$ cat config.mk
export PLATFORM = sky130hd
export DESIGN_NAME = user_input
export DESIGN_NICKNAME = d
export VERILOG_FILES = /design/src/rtl/user_input_pkg.sv /design/src/rtl/input_filter.sv /design/src/rtl/user_input.sv
export SDC_FILE = /design/constraint.sdc
export NUM_CORES = 1
export LEC_CHECK = 0
export ABC_AREA = 1
export CAP_MARGIN = 20
export CORE_AREA = 3 3 40 42
export DETAILED_ROUTE_END_ITERATION = 12
export DIE_AREA = 0 0 43 45
export PLACE_DENSITY = 0.37
export SYNTH_ARGS = -nofsm -noshare
export SYNTH_HDL_FRONTEND = slang
export SYNTH_SLANG_ARGS = --single-unit
$ cat constraint.sdc
create_clock -name Clock -period 1.8 [get_ports Clock]
set_input_delay 0.18 -clock Clock [delete_from_list [all_inputs] [get_ports Clock]]
set_output_delay 0.18 -clock Clock [all_outputs]
set_load 0.02 [all_outputs]
$ cat src/rtl/user_input_pkg.sv
// user_input_pkg
//   Shared types and constants for the user_input button conditioner.
//   - user_input_state_t : Moore edge-detector states (IDLE, PULSE, HELD)
//   - USER_INPUT_SYNC_STAGES : depth of the optional input synchronizer
package user_input_pkg;

    typedef enum logic [1:0] {
        IDLE  = 2'd0,
        PULSE = 2'd1,
        HELD  = 2'd2
    } user_input_state_t;

    localparam int unsigned USER_INPUT_SYNC_STAGES = 2;

endpackage

$ cat src/rtl/input_filter.sv
// input_filter
//   Optional synchronizer followed by a debounce filter. The filtered level f
//   only changes after STABLE_CYCLES consecutive samples that differ from it.
//   Build option: USER_INPUT_SYNC_EN inserts a two-flop synchronizer in front
//   of the filter (adds 2 cycles of latency).
// Ports
//   Clock  in   system clock, rising edge
//   Reset  in   synchronous, active-high reset
//   in     in   raw button level, 1 = pressed
//   f      out  debounced level (registered)
module input_filter
    import user_input_pkg::*;
#(
    parameter int STABLE_CYCLES = 1
) (
    input  logic Clock,
    input  logic Reset,
    input  logic in,
    output logic f
);

    if (STABLE_CYCLES < 1) begin : g_bad_stable_cycles
        $fatal(1, "input_filter: STABLE_CYCLES must be >= 1");
    end

    localparam int CW = $clog2(STABLE_CYCLES + 1);
    localparam logic [CW-1:0] CNT_LAST = CW'(STABLE_CYCLES - 1);

    logic          s;
    logic [CW-1:0] cnt;

`ifdef USER_INPUT_SYNC_EN
    logic [USER_INPUT_SYNC_STAGES-1:0] sync;

    always_ff @(posedge Clock) begin
        if (Reset)
            sync <= '0;
        else
            sync <= {sync[USER_INPUT_SYNC_STAGES-2:0], in};
    end

    assign s = sync[USER_INPUT_SYNC_STAGES-1];
`else
    assign s = in;
`endif

    // cnt holds the number of differing samples already seen; the sample that
    // would make it reach STABLE_CYCLES flips f instead of being counted.
    always_ff @(posedge Clock) begin
        if (Reset) begin
            f   <= 1'b0;
            cnt <= '0;
        end else if (s != f) begin
            if (cnt == CNT_LAST) begin
                f   <= s;
                cnt <= '0;
            end else begin
                cnt <= cnt + 1'b1;
            end
        end else begin
            cnt <= '0;
        end
    end

endmodule

$ cat src/rtl/user_input.sv
// user_input
//   Turns a button level into a single-cycle press pulse: input_filter
//   (optional synchronizer + debounce) feeding a three-state Moore edge
//   detector. Holding the button yields exactly one pulse per press.
//   Build option: USER_INPUT_SYNC_EN (see input_filter) adds 2 cycles latency.
// Parameters
//   STABLE_CYCLES  consecutive samples needed to change the filtered level (>= 1)
// Ports
//   Clock  in   system clock, rising edge
//   Reset  in   synchronous, active-high reset
//   in     in   raw button level, 1 = pressed
//   out    out  one-cycle press pulse, decoded from the state register
module user_input
    import user_input_pkg::*;
#(
    parameter int STABLE_CYCLES = 1
) (
    input  logic Clock,
    input  logic Reset,
    input  logic in,
    output logic out
);

    if (STABLE_CYCLES < 1) begin : g_bad_stable_cycles
        $fatal(1, "user_input: STABLE_CYCLES must be >= 1");
    end

    logic              f;
    user_input_state_t state;
    user_input_state_t state_nx;

    input_filter #(
        .STABLE_CYCLES(STABLE_CYCLES)
    ) u_filter (
        .Clock(Clock),
        .Reset(Reset),
        .in   (in),
        .f    (f)
    );

    always_comb begin
        state_nx = IDLE;
        case (state)
            IDLE:    state_nx = f ? PULSE : IDLE;
            PULSE:   state_nx = f ? HELD  : IDLE;
            HELD:    state_nx = f ? HELD  : IDLE;
            default: state_nx = IDLE;
        endcase
    end

    always_ff @(posedge Clock) begin
        if (Reset)
            state <= IDLE;
        else
            state <= state_nx;
    end

    assign out = (state == PULSE);

endmodule

==> results.toml, run 1 <==
[floorplan]
dieArea_mm2 = 0.00194
dieWidth_um = 43
pin_count = 4
die_h_um = 45
rows = 13
core_area_mm2 = 0.00128
start_util = 0.132

[pwr]
swShare = 0.199
pwr-share-clk = 0.490
leakage_nw = 0.111
switchingPower_mw = 0.0439
p_comb_frac = 0.075
power_density_mw_per_mm2 = 914
ir_drop_uv = 343
p_int_mw = 0.177
seq_power_share = 0.435
power.total_mw = 0.221

[critical_path]
critical-path-slowest-cell = "clkdlybuf4s50_1"
cp-start-kind = "flop"
slowest_delay_ns = 0.59
crit_path_end_kind = "primary output"
crit_chain = "inv_1 > ha_1 > clkdlybuf4s50_1"
worstSetupPathType = "reg -> out"
worstPathRequired_ns = 1.62
cp_max_fo = 2
critPathArrivalTime_ns = 1.33

[flow_run]
max_cap_violations = 0

[outcome]
status = "finished clean"

[cts]
root_buffer = "clkbuf_4"
clock_path_buffers = 2
numCtsBuffers = 3
cts.sinks = 4
hold_buffers = 0
cts_tree = "done"
postCtsSetupBuffers = 0
cts_resized = 0
cts_max_level = 1
clk_latency_ns = 0.23
clk_pin_slew_ns = 0.04

[placement]
place_area_um2 = 219
post-dp-hpwl_um = 195
gp_congestion = 0.549
io_buffers = 3

[layout]
final_area_um2 = 241
area_growth_pct = 41.9
diodes = 0
post-route-util = 0.188
fin_nets = 34
drive_above_1_share = 0.154

[sta]
fin_crit_ns = 1.51
setup_tns_ns = 0
fmax_ghz = 0.661
rsz0062_at_grt = "false"
slew_viol_final = 0
skew_ns = 0.00179
hold_viol_final = 0
setup_viol = 0
timing.final.crit_share = 0.840
holdWs_ns = 0.444

[drt]
finalWirelength_um = 255
dr.pass1.iters = 4
viasPerCell = 3.02
first_iter_violations = 1
drc = 0
antenna_left = 0
wl_per_cell_um = 6.22
vias = 124

[global_route]
grt_max_degree = 4
grt_pass1_wl_um = 510
grt_pass1_vias = 142
grt_use_total = 0.0400
grt-ovfl-total = 0
antenna_found_initial = 0

[logic_synthesis]
syn_avg_cell_area_um2 = 8.51
syn-cell-area_um2 = 170
ys_types = 8
ys_seq_elements = 4
synth_largest_area_cell = "dfxtp_1"
synth_top_area_share = 0.471
syn_inst = 20
synth_fp_nets = 26
ys_seq_area_frac = 0.471
synth_warnings = 0
synth.top_cells.by_area = "dfxtp_1, ha_1, inv_1"

[hold_path]
hold_class = "reg -> reg"
-- cells in the mapped netlist (all sizes together) --
master,count
dfxtp,4
conb,1
nor3,1
nand2,4
nor2,3
inv,4
ha,3
-- state kept, by name, summed over array words and instances (netlist names) --
register / cells
u_filter.f: 1
u_filter.cnt: 1
state: 2
-- worst max-delay path: cells and delay by family (launching register included) --
family,cells,cell delay [ns]
buffers and inverters,2,0.66
adders and majority gates,1,0.13
DFF,1,0.30
-- power groups by stage --
| stage | registers [mW] | logic (mW) | clock network (mW) |
|---|---|---|---|
| floorplan | 0.0967 | 0.00907 | 0 |
| global placement | 0.0970 | 0.0160 | 0 |
| detailed placement | 0.0973 | 0.0168 | 0 |
| CTS | 0.0959 | 0.0169 | 0.116 |
| global route | 0.0963 | 0.0197 | 0.126 |
| finish | 0.0960 | 0.0167 | 0.108 |
-- metrics by stage --
| step | std cells | setup WS, ns |
|---|---|---|
| 3_5_place_dp | 38 | 0.521 |
| 6_report | 41 | 0.288 |
| 2_1_floorplan | 20 | 0.949 |
| 4_1_cts | 41 | 0.266 |
| 3_3_place_gp | 38 | 0.542 |
| 5_1_grt | 41 | 0.202 |
-- layer usage --
| metal | track usage | wire length [µm] | vias up |
|---|---|---|---|
| met5 | 0 | 0 | - |
| met4 | 0.0181 | 0 | 0 |
| met3 | 0.0518 | 35 | 0 |
| met2 | 0.0569 | 94 | 4 |
| met1 | 0.0313 | 124 | 51 |
| li1 | - | - | 69 |
-- kinds of logic after synthesis --
logic type,after synthesis,synth area share
buffers and inverters,4,0.0882
adder cells (fa/ha/maj),3,0.221
flip-flops,4,0.471
AND/OR/NAND/NOR,8,0.199
other,1,0.0220
-- worst paths after layout --
| kind | start | end | slack, ns | depth (start not counted) |
|---|---|---|---|---|
| setup / recovery | state[1] | out | 0.29 | 3 |
| setup reg to reg | state[0] | state[1] | 0.88 | 4 |
| hold / removal | u_filter.f | state[0] | 0.44 | 2 |
| hold reg to reg | u_filter.f | state[0] | 0.44 | 2 |
-- cell type report --
class / instances / area, µm²
fill: 145 / 1040
clock buffer: 3 / 22.5
sequential: 4 / 80.1
timing repair buffer: 3 / 30.0
multi-input combinational: 12 / 75.1
tap: 15 / 18.8
inverter: 4 / 15.0
-- layout by cell type (no fill, tap or decap), drive strengths merged --
cell type,netlist,routed
nor3,1,1
dfxtp,4,4
conb,1,1
clkdlybuf4s50,0,3
clkbuf,0,3
nand2,4,4
ha,3,3
nor2,3,3
inv,4,4
No activity file was read; power rests on OpenSTA's default activity.
==> inputs of run 2 (changes only) <==
clock period = 1.5 ns   (was 1.8 ns; I/O delays follow)
==> run 2 against run 1 <==
Via count rose by 1.6%; highest routed layer unchanged; combinational power rose by 13%; power rose by 19%; die area did not move; sequential share of layout area rose by 0.17 points; largest power group unchanged.
==> results.toml, run 2 (synthesis results as in run 1) <==
[flow_run]
max_cap_violations = 0

[floorplan]
dieArea_mm2 = 0.00194
start_util = 0.132
die_h_um = 45
dieWidth_um = 43
rows = 13
core_area_mm2 = 0.00128
pin_count = 4

[drt]
m1WireLength_um = 118
drc = 0
dr_wl_met3_um = 34
wl_per_cell_um = 5.95
antenna_left = 0
viasPerCell = 3.07
top_layer = "met3"
dr.pass1.iters = 1
vias = 126
first_iter_violations = 0
finalWirelength_um = 244
met2WireLength_um = 90

[sta]
setup_viol = 0
holdWs_ns = 0.449
fin_crit_ns = 1.24
skew_ns = 0.00154
setup_tns_ns = 0
hold_viol_final = 0
slew_viol_final = 0
setup_ws_ns = 0.262
timing.final.crit_share = 0.826
rsz0062_at_grt = "false"
fmax_ghz = 0.807

[cts]
hold_buffers = 0
clk_latency_ns = 0.23
root_buffer = "clkbuf_4"
cts.sinks = 4
clock_path_buffers = 2
cts_resized = 1
cts_max_level = 1
clk_pin_slew_ns = 0.04
cts_tree = "done"
postCtsSetupBuffers = 0
numCtsBuffers = 3

[critical_path]
crit_path_end_kind = "primary output"
worstPathRequired_ns = 1.35
worstSetupPathType = "reg -> out"
critPathArrivalTime_ns = 1.09
cp_max_fo = 2
cp-start-kind = "flop"

[layout]
final_area_um2 = 240
fin_nets = 34
final_cell_mix = "inv_1, nand2_1, dfxtp_1"
drive_above_1_share = 0.154
regMostFlops = "state"
finalNonFillerCells = 41
area_growth_pct = 41.2
largest_reg_flops = 2
biggestRegsByFlops = "state (2), u_filter.cnt (1), u_filter.f (1)"
n_fill_cell = 153
diodes = 0

[hold_path]
hold_class = "reg -> reg"

[placement]
place_area_um2 = 219
dp_cells = 38
io_buffers = 3
gp_congestion = 0.547
pre_cts_slack_ns = 0.254

[global_route]
antenna_found_initial = 0
grt_use_total = 0.0383
grt_pass1_vias = 144
grt_pass1_wl_um = 489
grt_max_degree = 4
grt-ovfl-total = 0

[pwr]
ir_drop_uv = 405
power_density_mw_per_mm2 = 1090
leakage_nw = 0.115

[outcome]
status = "finished clean"
==> run 2: final timing paths <==
| kind | slack [ns] | cells after the start | from | endpoint |
|---|---|---|---|---|
| max | 0.26 | 3 | state[1] | out |
| min | 0.45 | 2 | u_filter.f | state[1] |
| max reg2reg | 0.60 | 4 | state[0] | state[1] |
| min reg2reg | 0.45 | 2 | u_filter.f | state[1] |
==> run 2: through the flow <==
step	util	total power [mW]
3_5_place_dp	0.170	0.137
2_1_floorplan	-	0.127
6_report	0.187	0.263
3_3_place_gp	0.170	0.136
5_1_grt	0.187	0.288
4_1_cts	0.187	0.273
==> run 2: where the power goes <==
group / internal [mW] / switching (mW) / leakage, nW
Sequential: 0.112 / 0.00323 / 0.0330
Clock: 0.0892 / 0.0397 / 0.0138
Combinational: 0.00991 / 0.00886 / 0.0684
==> run 2: final cells by class <==
type | instances | area, µm² | share of cell area
clock buffers | 3 | 22.5 | 0.0938
inverters | 4 | 15.0 | 0.0625
multi-input cells | 12 | 75.1 | 0.313
flip-flops and latches | 4 | 80.1 | 0.333
well taps | 15 | 18.8 | 0.0781
repair buffers | 3 | 28.8 | 0.120
==> run 2: critical path: stages (launching register included) <==
cell and delay [ns]:
dfxtp_1 0.32, inv_1 0.06, ha_1 0.16, dlygate4sd2_1 0.31
==> run 2: routing by layer <==
layer	GRT usage	up-vias
li1	-	69
met1	0.0289	53
met2	0.0539	4
met3	0.0518	0
met4	0.0181	0
met5	0	-
